File: src/rtl/alu_seq_pkg.sv
// Shared definitions for the ALU command sequencer.
//   - opcode encodings understood by the 4-bit ALU (OP_ADD..OP_EQ)
//   - sequencer FSM state encoding (S_IDLE/S_EXEC/S_RESP)
//   - bit positions inside the {carry, overflow, zero} flag vector
package alu_seq_pkg;

  localparam logic [2:0] OP_ADD = 3'b000;
  localparam logic [2:0] OP_SUB = 3'b001;
  localparam logic [2:0] OP_NOT = 3'b010;
  localparam logic [2:0] OP_AND = 3'b011;
  localparam logic [2:0] OP_OR  = 3'b100;
  localparam logic [2:0] OP_XOR = 3'b101;
  localparam logic [2:0] OP_LT  = 3'b110;
  localparam logic [2:0] OP_EQ  = 3'b111;

  typedef enum logic [1:0] {
    S_IDLE = 2'd0,
    S_EXEC = 2'd1,
    S_RESP = 2'd2
  } state_t;

  localparam int FLG_ZERO  = 0;
  localparam int FLG_OVF   = 1;
  localparam int FLG_CARRY = 2;

endpackage

File: src/rtl/alu_seq_golden.sv
// Combinational reference model of the ALU, used to cross-check the real
// ALU's result and flags.
//   op    : function select (alu_seq_pkg opcodes)
//   a, b  : operands
//   res   : expected result
//   flags : expected {carry, overflow, zero}; only add/sub produce flags
module alu_seq_golden
  import alu_seq_pkg::*;
#(
  parameter int W = 4
) (
  input  logic [2:0]   op,
  input  logic [W-1:0] a,
  input  logic [W-1:0] b,
  output logic [W-1:0] res,
  output logic [2:0]   flags
);

  logic [W-1:0] b_eff;
  logic [W:0]   sum;

  always_comb begin
    // Subtraction is done as A + two's complement of B, so carry is the
    // "no borrow" carry out of that addition.
    b_eff = (op == OP_SUB) ? (~b + W'(1)) : b;
    sum   = {1'b0, a} + {1'b0, b_eff};
    res   = '0;
    flags = '0;
    case (op)
      OP_ADD, OP_SUB: begin
        res              = sum[W-1:0];
        flags[FLG_CARRY] = sum[W];
        flags[FLG_OVF]   = (a[W-1] == b_eff[W-1]) && (sum[W-1] != a[W-1]);
        flags[FLG_ZERO]  = (sum[W-1:0] == '0);
      end
      OP_NOT:  res = ~a;
      OP_AND:  res = a & b;
      OP_OR:   res = a | b;
      OP_XOR:  res = a ^ b;
      OP_LT:   res = {{(W-1){1'b0}}, (a < b)};
      OP_EQ:   res = {{(W-1){1'b0}}, (a == b)};
      default: res = '0;
    endcase
  end

endmodule

File: src/rtl/alu_seq_ctrl.sv
// Command-side initiator for the 4-bit ALU.
// Accepts a command, registers it onto the ALU inputs, waits one settle
// cycle, captures result and flags, and returns them as a response.
// Optional self-check: define ALU_SEQ_CHECK_EN to build a golden model that
// flags any ALU disagreement on chk_err (sticky until rst); otherwise
// chk_err is tied low and no checker logic exists.
//
// Handshakes: a transfer happens on a rising clk edge where valid && ready;
// a producer holds valid and its payload stable until that edge.
//
// Ports:
//   clk, rst                 clock, synchronous active-high reset
//   cmd_valid/cmd_ready      command handshake
//   cmd_op/cmd_a/cmd_b       opcode and operands
//   cmd_chain                use last captured result as operand A
//   alu_fnselec/alu_a/alu_b  registered drive into the ALU
//   alu_res/alu_zero/alu_overflow/alu_carry  ALU outputs
//   rsp_valid/rsp_ready      response handshake
//   rsp_res/rsp_flags        captured result and {carry, overflow, zero}
//   op_count                 completed responses, wraps
//   chk_err                  sticky golden-model disagreement
//   dbg_state                current FSM state
module alu_seq_ctrl
  import alu_seq_pkg::*;
#(
  parameter int W     = 4,
  parameter int CNT_W = 8
) (
  input  logic             clk,
  input  logic             rst,
  input  logic             cmd_valid,
  output logic             cmd_ready,
  input  logic [2:0]       cmd_op,
  input  logic [W-1:0]     cmd_a,
  input  logic [W-1:0]     cmd_b,
  input  logic             cmd_chain,
  output logic [2:0]       alu_fnselec,
  output logic [W-1:0]     alu_a,
  output logic [W-1:0]     alu_b,
  input  logic [W-1:0]     alu_res,
  input  logic             alu_zero,
  input  logic             alu_overflow,
  input  logic             alu_carry,
  output logic             rsp_valid,
  input  logic             rsp_ready,
  output logic [W-1:0]     rsp_res,
  output logic [2:0]       rsp_flags,
  output logic [CNT_W-1:0] op_count,
  output logic             chk_err,
  output logic [1:0]       dbg_state
);

  state_t       state, state_nxt;
  logic [W-1:0] last_res;
  logic         cmd_fire;
  logic         rsp_fire;

  // Ready is gated by rst so it reads 0 for the whole reset window.
  assign cmd_ready = (state == S_IDLE) && !rst;
  assign cmd_fire  = cmd_valid && cmd_ready;
  assign rsp_fire  = (state == S_RESP) && rsp_valid && rsp_ready;
  assign dbg_state = state;

  always_comb begin
    state_nxt = state;
    case (state)
      S_IDLE:  if (cmd_fire) state_nxt = S_EXEC;
      S_EXEC:  state_nxt = S_RESP;
      S_RESP:  if (rsp_fire) state_nxt = S_IDLE;
      default: state_nxt = S_IDLE;
    endcase
  end

  always_ff @(posedge clk) begin
    if (rst) begin
      state       <= S_IDLE;
      alu_fnselec <= '0;
      alu_a       <= '0;
      alu_b       <= '0;
      rsp_valid   <= 1'b0;
      rsp_res     <= '0;
      rsp_flags   <= '0;
      op_count    <= '0;
      last_res    <= '0;
    end else begin
      state <= state_nxt;
      // ALU inputs move only on acceptance and otherwise hold.
      if (cmd_fire) begin
        alu_fnselec <= cmd_op;
        alu_a       <= cmd_chain ? last_res : cmd_a;
        alu_b       <= cmd_b;
      end
      // EXEC is the single settle cycle; capture at its closing edge.
      if (state == S_EXEC) begin
        rsp_res   <= alu_res;
        last_res  <= alu_res;
        rsp_flags <= {alu_carry, alu_overflow, alu_zero};
        rsp_valid <= 1'b1;
      end
      if (rsp_fire) begin
        rsp_valid <= 1'b0;
        op_count  <= op_count + CNT_W'(1);
      end
    end
  end

`ifdef ALU_SEQ_CHECK_EN
  logic [W-1:0] gold_res;
  logic [2:0]   gold_flags;
  logic         chk_err_q;

  alu_seq_golden #(.W(W)) u_golden (
    .op    (alu_fnselec),
    .a     (alu_a),
    .b     (alu_b),
    .res   (gold_res),
    .flags (gold_flags)
  );

  always_ff @(posedge clk) begin
    if (rst) begin
      chk_err_q <= 1'b0;
    end else if ((state == S_EXEC) &&
                 ((alu_res != gold_res) ||
                  ({alu_carry, alu_overflow, alu_zero} != gold_flags))) begin
      chk_err_q <= 1'b1;
    end
  end

  assign chk_err = chk_err_q;
`else
  assign chk_err = 1'b0;
`endif

endmodule

File: config.mk
export PLATFORM = sky130hd
export DESIGN_NAME = alu_seq_ctrl
export DESIGN_NICKNAME = d
export VERILOG_FILES = /design/src/rtl/alu_seq_pkg.sv /design/src/rtl/alu_seq_golden.sv /design/src/rtl/alu_seq_ctrl.sv
export SDC_FILE = /design/constraint.sdc
export NUM_CORES = 1
export LEC_CHECK = 0
export CORE_MARGIN = 5
export CORE_UTILIZATION = 33
export CTS_CLUSTER_DIAMETER = 150
export CTS_CLUSTER_SIZE = 14
export DETAILED_ROUTE_END_ITERATION = 7
export PLACE_DENSITY_LB_ADDON = 0.2
export SLEW_MARGIN = 20
export SYNTH_ARGS = -nofsm -noshare
export SYNTH_HDL_FRONTEND = slang
export SYNTH_SLANG_ARGS = --single-unit
export TNS_END_PERCENT = 5
File: constraint.sdc
create_clock -name clk -period 1.2 [get_ports clk]
set_input_delay 0.12 -clock clk [delete_from_list [all_inputs] [get_ports clk]]
set_output_delay 0.12 -clock clk [all_outputs]
set_load 0.05 [all_outputs]
==> results.yml <==
status:
  status: "complete, but fails checks"
  violations: "negative setup slack"
finish:
  seq_area_um2: 618
  final_cell_mix: "buf_12 (31), clkdlybuf4s50_1 (22), mux2i_1 (19), nor2_1 (19), dfxtp_1 (19)"
  synthToLayoutAreaGrowth_pct: 98.1
  multi_input_area_um2: 606
  fill_cells: 286
  fin_area_mm2: 0.00234
  final_common_cell: "buf_12"
  final_nets: 214
  num_antenna_cells: 0
  drive_gt1_share_pct: 38.2
drt:
  avgRoutedWirePerCell_um: 14.1
  vias: 1156
  route.detailed.drc: 0
  via_per_inst: 4.88
  dr.pass1.iters: 4
  drtIter0Drc: 61
  wl_mm: 3.35
  antenna_left: 0
placed_design:
  gp_congestion: 0.755
  dp_hpwl_mm: 2.59
  place_area_mm2: 0.00221
  io_buffers: 52
floorplanning:
  die_w_um: 69.9
  rows: 21
  io_pins: 54
  start_util_pct: 34.6
  die_area_mm2: 0.00488
  fp.dieH_um: 69.9
  core_mm2: 0.00342
setup_path:
  path_cells: "buf_6 -> nor3_4 -> buf_12"
  cp_max_fo: 5
  critical_path_buf_inv_count: 2
  cp_slowest_stage_delay_ns: 0.38
  cpMaxStageDelayCell: "dfxtp_4"
  cp_data_arrival_time_ns: 1.19
  crit_path_end_kind: "primary output"
  r2r_slack_ns: -0.10
  r2r_cells: 3
  crit_type: "reg -> out"
  start_kind: "flop"
  reg2reg_to: "op_count[6]"
  cp_top_family: "flip-flops"
  rr_startpoint: "dbg_state[0]"
  worstPathRequired_ns: 1.08
clock_network:
  htreeDepth: 2
  clk_pin_slew_worst_paths_ns: 0.09
  cts_sinks: 29
  clk-insertion-delay-late_ns: 0.32
  clockBufferDepth: 2
  clockRootBuffer: "clkbuf_4"
  cts_buffers: 5
  cts_tree: "done"
timing:
  worst_slack_ns: -0.105
  grt_setup_unrepaired: "true"
  layout_min_cycle_time_ns: 1.31
  hold_violations: 0
  fin_worst_skew_ns: 0.00335
  finalSetupViolCount: 24
  drv_slew: 0
  max_freq_mhz: 766
  setup_tns_ns: -1.18
  fin_crit_sh_pct: 109
synth:
  synth.distinct_cells: 27
  syn-num-nets: 144
  syn_inst: 120
  seq_area_frac_synth_pct: 49.1
  synth_area_mm2: 0.00118
  ys_seq_elements: 29
  yosysWarningCount: 0
  avgSynthCellArea_um2: 9.85
power_and_ir_drop:
  clock_power_share_pct: 26.7
  switching_power_uw: 669
  ir_drop_mv: 0.615
  power_leakage_uw: 0.000953
  seqPwrFrac_pct: 45.7
  power_frac_comb_pct: 27.5
  p_per_area_mw_per_mm2: 972
  internal_power_uw: 1610
  swShare_pct: 29.4
global_routing:
  overflow: 0
  grt_max_degree: 30
  antenna_found_initial: 0
  track_usage_pct: 14.3
  grt_pass1_wl_mm: 5.49
  grt_pass1_vias: 1167
min_path:
  whs_path_depth: 3
  hp-class: "in -> reg"
  hold_start: "alu_zero"
  hold_end: "rsp_flags[0]"
flow_run:
  maxCapViolCount: 0
worst reg2reg max path, cell delays in order, from the launching register on:
cell      delay (ns)
dfxtp_4         0.38
nand4b_4        0.19
or4_1           0.51
a21oi_1         0.15
power by group through the flow:
stage                     combinational (µW)  clock (µW)  sequential (µW)
final                                    627         608             1040
after detailed placement                 606           0             1060
after floorplan                          142           0             1190
after global placement                   596           0             1060
after global routing                     656         693             1050
after CTS                                621         632             1040
routing by layer:
metal | global-route usage, % | up-vias | routed length [µm]
li1 | - | 569 | -
met1 | 14.5 | 529 | 1240
met2 | 23.3 | 54 | 1690
met3 | 9.04 | 4 | 369
met4 | 5.74 | 0 | 46
met5 | 0 | - | 0
sequential cells by signal, summed over array words and instances, names as in the netlist:
name and count:
rsp_valid 1, alu_a 4, alu_fnselec 3, last_res 4
dbg_state 2, op_count 8, alu_b 4, rsp_flags 3
metrics by stage:
step	util (%)	power [µW]	hold slack, ns	cells	setup slack [ns]
6_report	68.6	2280	0.409	237	-0.105
4_1_cts	67.8	2290	0.390	236	-0.134
5_1_grt	68.6	2400	0.367	237	-0.170
2_1_floorplan	-	1330	0.264	120	-0.126
3_3_place_gp	64.7	1660	0.495	226	-0.350
3_5_place_dp	64.7	1670	0.509	226	-0.407
how the worst max path moves through the flow:
stage / start / end / slack [ns] / cells past startpoint
after detailed placement: rsp_ready / op_count[6] / -0.41 / 4
after global placement: rsp_ready / op_count[5] / -0.35 / 4
final: dbg_state[0] / cmd_ready / -0.11 / 3
after global routing: dbg_state[1] / cmd_ready / -0.17 / 3
after CTS: dbg_state[1] / cmd_ready / -0.13 / 3
after floorplan: dbg_state[1] / op_count[4] / -0.13 / 4
layout make-up:
class / count / share of cell area (%)
repair buffers: 71 / 42.5
flip-flops and latches: 29 / 26.4
multi-input cells: 81 / 25.9
clock buffers: 8 / 2.51
well taps: 46 / 2.46
inverters: 2 / 0.321
logic make-up (layout without fill, tap and decap cells):
kind of cell | after synthesis | after routing | share of synthesized area (%)
AND/OR/NAND/NOR | 40 | 41 | 17.9
flip-flops | 29 | 29 | 49.1
multiplexers | 19 | 19 | 16.1
AO/OA/AOI/OAI | 18 | 18 | 9.52
buffers and inverters | 11 | 81 | 5.29
adder cells (fa/ha/maj) | 1 | 1 | 1.06
other | 1 | 1 | 0.317
XOR/XNOR | 1 | 1 | 0.741
what timing repair did:
action                                  CTS  global route
endpoints found under the setup margin   23            26
hold buffers                              0             0
setup buffers                             1             1
gates resized for setup                   6             5
cloned                                    1             0
pin swaps                                 7             6
cells in the mapped netlist (all sizes together):
cell     n  area share (%)
a211oi   4             2.5
a21oi    8             3.4
buf      6             3.7
clkbuf   3            0.95
conb     1            0.32
dfxtp   29              49
ha       1             1.1
inv      2            0.64
mux2i   19              16
nand2    5             1.6
nand2b   1            0.53
nand3    1            0.42
nand3b   1            0.64
nand4    1            0.53
nand4b   1             2.0
nor2    20             6.3
nor2b    1            0.53
nor3     2            0.85
nor4b    1            0.74
o21ai    1            0.42
o31ai    5             3.2
or3      1            0.53
or4      5             3.2
xor2     1            0.74
No activity file was read; power rests on OpenSTA's default activity.
